<file path="config.mk">
export PLATFORM = sky130hd
export DESIGN_NAME = game_ctrl
export DESIGN_NICKNAME = d
export VERILOG_FILES = /design/src/rtl/game_ctrl_pkg.sv /design/src/rtl/game_ctrl_bcd2_counter.sv /design/src/rtl/game_ctrl.sv
export SDC_FILE = /design/constraint.sdc
export NUM_CORES = 1
export LEC_CHECK = 0
export ABC_AREA = 1
export BUFFER_PORTS_ARGS = -buffer_cell sky130_fd_sc_hd__buf_2
export CAP_MARGIN = 5
export CELL_PAD_IN_SITES_DETAIL_PLACEMENT = 0
export CELL_PAD_IN_SITES_GLOBAL_PLACEMENT = 1
export CORE_ASPECT_RATIO = 0.6
export CORE_MARGIN = 2
export CORE_UTILIZATION = 36
export DETAILED_ROUTE_END_ITERATION = 6
export GPL_TIMING_DRIVEN = 1
export PLACE_DENSITY = 0.73
export SYNTH_ARGS = -nofsm -noshare
export SYNTH_HDL_FRONTEND = slang
export SYNTH_SLANG_ARGS = --single-unit
</file>
<file path="constraint.sdc">
create_clock -name clk -period 1.5 [get_ports clk]
set_clock_uncertainty 0.2 [all_clocks]
set_input_delay 0 -clock clk [delete_from_list [all_inputs] [get_ports clk]]
set_output_delay 0 -clock clk [all_outputs]
set_load 0.02 [all_outputs]
</file>
<file path="src/rtl/game_ctrl_pkg.sv">
// Shared definitions for the pong game sequencer: state codes and a
// decimal-to-BCD helper used to turn the score limit into counter format.
package game_ctrl_pkg;

    // State codes also used by the overlay and graphics stages.
    typedef enum logic [1:0] {
        ST_PLAY    = 2'b00,
        ST_NEWBALL = 2'b01,
        ST_OVER    = 2'b10,
        ST_NEWGAME = 2'b11
    } state_t;

    localparam int TIMER_W = 7;

    // Convert a decimal value 0..99 into two packed BCD digits {tens, units}.
    function automatic logic [7:0] to_bcd8(input int v);
        to_bcd8 = {4'(v / 10), 4'(v % 10)};
    endfunction

endpackage

</file>
<file path="src/rtl/game_ctrl_bcd2_counter.sv">
// Two-digit BCD up-counter with synchronous clear and saturation at a
// BCD-encoded maximum. Clear wins over increment.
module bcd2_counter
    import game_ctrl_pkg::*;
(
    input  logic       clk,
    input  logic       reset,
    input  logic       clr,
    input  logic       inc,
    input  logic [7:0] max,
    output logic [3:0] dig1,
    output logic [3:0] dig0
);

    // BCD ordering matches numeric ordering, so a plain compare finds saturation.
    logic w_at_max;
    assign w_at_max = ({dig1, dig0} >= max);

    // Score digits: clear, or increment with units-to-tens carry, holding at max.
    always_ff @(posedge clk) begin
        if (reset || clr) begin
            dig1 <= 4'd0;
            dig0 <= 4'd0;
        end else if (inc && !w_at_max) begin
            if (dig0 == 4'd9) begin
                dig0 <= 4'd0;
                dig1 <= dig1 + 4'd1;
            end else begin
                dig0 <= dig0 + 4'd1;
            end
        end
    end

endmodule

</file>
<file path="src/rtl/game_ctrl.sv">
// Pong game sequencer and score keeper. Holds the game FSM, button edge
// detector, the NEWBALL/OVER wait timer and the ball counter; the score
// lives in a saturating BCD counter. All outputs are registered.
module game_ctrl
    import game_ctrl_pkg::*;
#(
    parameter int BALLS       = 3,
    parameter int TIMER_TICKS = 120,
    parameter int SCORE_MAX   = 99
) (
    input  logic       clk,
    input  logic       reset,
    input  logic       refr_tick,
    input  logic       hit,
    input  logic       miss,
    input  logic       btn,
    output logic [3:0] dig0,
    output logic [3:0] dig1,
    output logic [1:0] ball,
    output logic [1:0] state,
    output logic       graph_still
);

    // hit/miss/refr_tick are single-clock pulses; btn is a level and only its
    // rising edge (one per hold) counts as a press.

    localparam logic [1:0]         BALLS_L = 2'(BALLS);
    localparam logic [TIMER_W-1:0] TICKS_L = TIMER_W'(TIMER_TICKS);
    localparam logic [7:0]         MAX_BCD = to_bcd8(SCORE_MAX);

    state_t             r_state;
    logic [1:0]         r_ball;
    logic               r_graph_still;
    logic               r_btn_q;
    logic [TIMER_W-1:0] r_timer;

    logic w_press;
    logic w_done;
    logic w_start;
    logic w_score_inc;
    logic w_score_clr;

    assign w_press     = btn & ~r_btn_q;
    assign w_done      = (r_timer == '0);
    assign w_start     = (r_state == ST_PLAY) & miss;
    assign w_score_inc = (r_state == ST_PLAY) & hit & ~miss;
    assign w_score_clr = (r_state == ST_NEWGAME) & w_press;

    // Button history for edge detection; cleared so a held button re-presses after reset.
    always_ff @(posedge clk) begin
        if (reset) begin
            r_btn_q <= 1'b0;
        end else begin
            r_btn_q <= btn;
        end
    end

    // Wait timer: load on a miss, otherwise count frames down to zero.
    always_ff @(posedge clk) begin
        if (reset) begin
            r_timer <= '0;
        end else if (w_start) begin
            r_timer <= TICKS_L;
        end else if (refr_tick && !w_done) begin
            r_timer <= r_timer - TIMER_W'(1);
        end
    end

    // Game FSM with ball counter; graph_still tracks whether the next state is PLAY.
    always_ff @(posedge clk) begin
        if (reset) begin
            r_state       <= ST_NEWGAME;
            r_ball        <= BALLS_L;
            r_graph_still <= 1'b1;
        end else begin
            case (r_state)
                ST_NEWGAME: begin
                    if (w_press) begin
                        r_ball        <= BALLS_L;
                        r_state       <= ST_PLAY;
                        r_graph_still <= 1'b0;
                    end
                end
                ST_PLAY: begin
                    if (miss) begin
                        r_graph_still <= 1'b1;
                        if (r_ball > 2'd1) begin
                            r_ball  <= r_ball - 2'd1;
                            r_state <= ST_NEWBALL;
                        end else begin
                            r_ball  <= 2'd0;
                            r_state <= ST_OVER;
                        end
                    end
                end
                ST_NEWBALL: begin
                    if (w_press && w_done) begin
                        r_state       <= ST_PLAY;
                        r_graph_still <= 1'b0;
                    end
                end
                ST_OVER: begin
                    if (w_done) begin
                        r_state <= ST_NEWGAME;
                        r_ball  <= BALLS_L;
                    end
                end
                default: begin
                    r_state       <= ST_NEWGAME;
                    r_graph_still <= 1'b1;
                end
            endcase
        end
    end

    bcd2_counter u_score (
        .clk   (clk),
        .reset (reset),
        .clr   (w_score_clr),
        .inc   (w_score_inc),
        .max   (MAX_BCD),
        .dig1  (dig1),
        .dig0  (dig0)
    );

    assign state       = r_state;
    assign ball        = r_ball;
    assign graph_still = r_graph_still;

endmodule

</file>
==> results_tabular.tex <==
\begin{tabular}{lr}
\hline
Metric & Value \\
\hline
\multicolumn{2}{l}{\textbf{Drt}} \\
Via count & 1387 \\
Count of TritonRoute iterations in the first routing pass & 4 \\
DRT Wirelength & 3420 um \\
DRC violations left & 0 \\
Remaining antenna violation count after routing & 0 \\
Detailed-route wire length per cell & 11.7 um \\
First-iteration detailed-routing DRC count & 63 \\
Average vias per placed instance & 4.73 \\
\multicolumn{2}{l}{\textbf{Setup path}} \\
Worst setup slack for register-to-register paths & -0.05 ns \\
R2r startpoint & r\_timer[0] \\
Endpoint of the lowest-slack register-to-register path & state[1] \\
CP Cell Sequence & inv\_2, ha\_4, inv\_2, nor2\_4, nand3\_4, o21ai\_4, nand2\_1, nand2\_1, nand3\_1 \\
Critical-path top delay cell & dfxtp\_2 \\
CP Launch Type & register \\
Signal arrival time at the worst endpoint & 1.49 ns \\
Critical path class & reg2reg \\
Max Fanout on Critical Path & 5 \\
Critical Path End Type & register \\
Required time of the critical path & 1.45 ns \\
Number of cells traversed by the worst register-to-register path & 9 \\
Biggest cell delay along the critical path & 0.33 ns \\
\multicolumn{2}{l}{\textbf{Timing}} \\
Final critical-path required period & 1.55 ns \\
Final Worst Setup Slack & -0.0467 ns \\
Number of endpoints with negative hold slack in the final report & 0 \\
Period utilization & 103\% \\
Actual transition at the worst max-transition pin & 0.309 ns \\
Number of setup violations in the final report & 15 \\
Unrepaired setup endpoints after global routing & yes \\
Worst relative slew slack & 79.4\% \\
Count of pins over their slew limit & 0 \\
Maximum operating frequency & 647 MHz \\
\multicolumn{2}{l}{\textbf{Outcome}} \\
Violated checks & negative setup slack \\
Status & finished with violations \\
\multicolumn{2}{l}{\textbf{Yosys}} \\
Portion of synthesized cell area occupied by the leading cell type & 31.8\% \\
Count of mapped cells out of synthesis & 199 \\
Yosys synthesis warning count & 0 \\
Synth Area per Inst & 6.63 um2 \\
Combined area of all synthesized cells & 1320 um2 \\
Share of synthesized area occupied by flip-flops and latches & 31.8\% \\
Synth Net Count & 213 \\
Largest cells by area after synthesis & dfxtp\_1 32\%, nand2\_1 13\%, inv\_1 10\% \\
Number of synthesized register bits & 21 \\
Count of unique library cells instantiated by Yosys & 23 \\
Library cell with the largest summed area after synthesis & dfxtp\_1 \\
\multicolumn{2}{l}{\textbf{Clocking}} \\
H-Tree Depth & 1 \\
Clk sinks & 21 \\
Number of buffers between clock root and the deepest sink & 2 \\
Cts bufs inserted & 3 \\
Clock latency at the later pin of the worst-skew pair & 0.26 ns \\
Clock-pin slew of the registers on the worst-case setup and hold paths & 0.08 ns \\
TritonCTS clock tree & yes \\
Root cell of the clock tree & clkbuf\_8 \\
\multicolumn{2}{l}{\textbf{Final layout}} \\
Commonest non-fill, non-tap cell in the layout & nand2\_1 \\
Layout area overhead & 41.5\% \\
Final non-filler cell total & 293 \\
Number of diodes & 0 \\
Leading cell types in the layout, fill and taps excluded & 43 x nand2\_1, 30 x inv\_1, 24 x buf\_4 \\
Nets & 263 \\
Layout cell share with drive strength beyond 1 & 35.9\% \\
\multicolumn{2}{l}{\textbf{Placed design}} \\
Post-placement worst setup slack & -0.0919 ns \\
Cell Count Post-Placement & 282 \\
Number of buffers added on ports & 18 \\
Gp weighted congestion & 0.855 \\
Detailed Place HPWL & 2600 um \\
\multicolumn{2}{l}{\textbf{Pwr}} \\
Power density over the cells & 1660 nW/um2 \\
Static Leak & 0.925 nW \\
Peak VDD IR & 0.716 mV \\
\multicolumn{2}{l}{\textbf{Global route}} \\
Wire length of the first global-routing pass & 5880 um \\
Antenna violations before repair & 0 \\
Leftover overflow at the end of global routing & 0 \\
Number of global-route vias before repair & 1344 \\
Pin count of the biggest net entering global routing & 13 \\
Overall routing resource usage & 18.2\% \\
\multicolumn{2}{l}{\textbf{Min path}} \\
Hold path start & miss \\
Worst Hold Path EP & r\_timer[1] \\
Min-Delay Path Class & in2reg \\
Cells on Worst Hold Path & 4 \\
\multicolumn{2}{l}{\textbf{Floorplan}} \\
Number of placement rows & 16 \\
Die Outline Area & 4180 um2 \\
X dimension of the die & 82.2 um \\
Initial cell density of the core & 39.0\% \\
I/O pin cnt & 19 \\
Placeable core area & 3380 um2 \\
Vertical die dimension & 50.9 um \\
\multicolumn{2}{l}{\textbf{Run}} \\
Max Cap Viol & 0 \\
\hline
\end{tabular}
==> routing by layer <==
metal / part of all wire (%) / vias up / GRT usage [%]
met4: 0.20 / 0 / 3.89
met3: 3.5 / 2 / 3.71
met5: 0 / - / 0
met1: 53 / 629 / 24.8
li1: - / 733 / -
met2: 43 / 23 / 29.5
==> final cells by class <==
class	count	area [um2]
Inverter	38	150
Clock buffer	3	41.3
Timing Repair Buffer	46	310
Sequential cell	21	433
Tap cell	45	56.3
Multi-Input combinational cell	139	872
Clock inverter	1	5.00
Fill cell	324	1520
==> worst max-delay path: cells and delay by family, from the launching register on <==
family	cells	cell delay (ns)
AO/OA/AOI/OAI	1	0.21
adder cells (fa/ha/maj)	1	0.14
flip-flops	1	0.33
AND/OR/NAND/NOR	5	0.43
buffers and inverters	2	0.12
==> registers in the layout, summed over array words and instances (netlist names) <==
name	flops
ball	2
graph_still	1
r_btn_q	1
r_timer	7
state	2
u_score.dig0	4
u_score.dig1	4
==> repair_timing <==
item,in CTS,in global routing
hold endpoints to repair,14,0
resized for setup,11,13
endpoints found under the setup margin,16,19
pin swaps,11,7
hold buffers,4,0
buffers inserted,2,1
==> kinds of logic after synthesis <==
family | after synthesis | synth area share (%)
XOR/XNOR | 2 | 1.33
AND/OR/NAND/NOR | 106 | 38.9
flip-flops | 21 | 31.8
buffers and inverters | 39 | 11.1
adder cells (fa/ha/maj) | 8 | 7.58
AO/OA/AOI/OAI | 23 | 9.29
==> metrics by stage <==
step	util [%]	TNS [ns]	cell area, um2	power [mW]	hold WS [ns]
3_5_place_dp	49.6	-0.456	1680	2.60	0.00774
6_report	55.2	-0.427	1870	3.10	0.0211
2_1_floorplan	-	0	1380	2.03	-0.131
3_3_place_gp	49.6	-0.125	1680	2.54	0.00287
4_1_cts	53.7	-0.450	1820	3.06	0.00813
5_1_grt	55.2	-2.35	1870	3.39	0.0517
==> Yosys cell counts <==
cell and n:
nand2_1 47, inv_1 36, nand3_1 23, dfxtp_1 21
nor2_1 18, a21oi_1 10, ha_1 8, o21ai_0 6
nand4_1 5, o21ai_1 5, nor2_2 3, inv_2 2
nand3_2 2, nor2_4 2, nor3_1 2, xor2_1 2
a21oi_2 1, clkbuf_1 1, nand2_2 1, nand2_4 1
nand3_4 1, nor3_4 1, o21ai_2 1
==> power by group <==
group          internal (mW)  leakage [nW]  switching, mW  total (mW)
combinational          0.814         0.726           1.08        1.89
clock                  0.185        0.0255          0.201       0.386
sequential             0.700         0.174          0.124       0.823
total                   1.70         0.925           1.40        3.10
==> worst max path at each step <==
stage / end / depth (start not counted) / slack (ns) / from
floorplan: state[0] / 9 / 0.004 / r_timer[0]
global placement: state[1] / 9 / -0.05 / r_timer[1]
detailed placement: state[1] / 9 / -0.09 / r_timer[1]
CTS: state[1] / 9 / -0.06 / r_timer[0]
global route: state[0] / 9 / -0.17 / r_timer[0]
finish: state[1] / 9 / -0.05 / r_timer[0]
No activity file was read; power rests on OpenSTA's default activity.
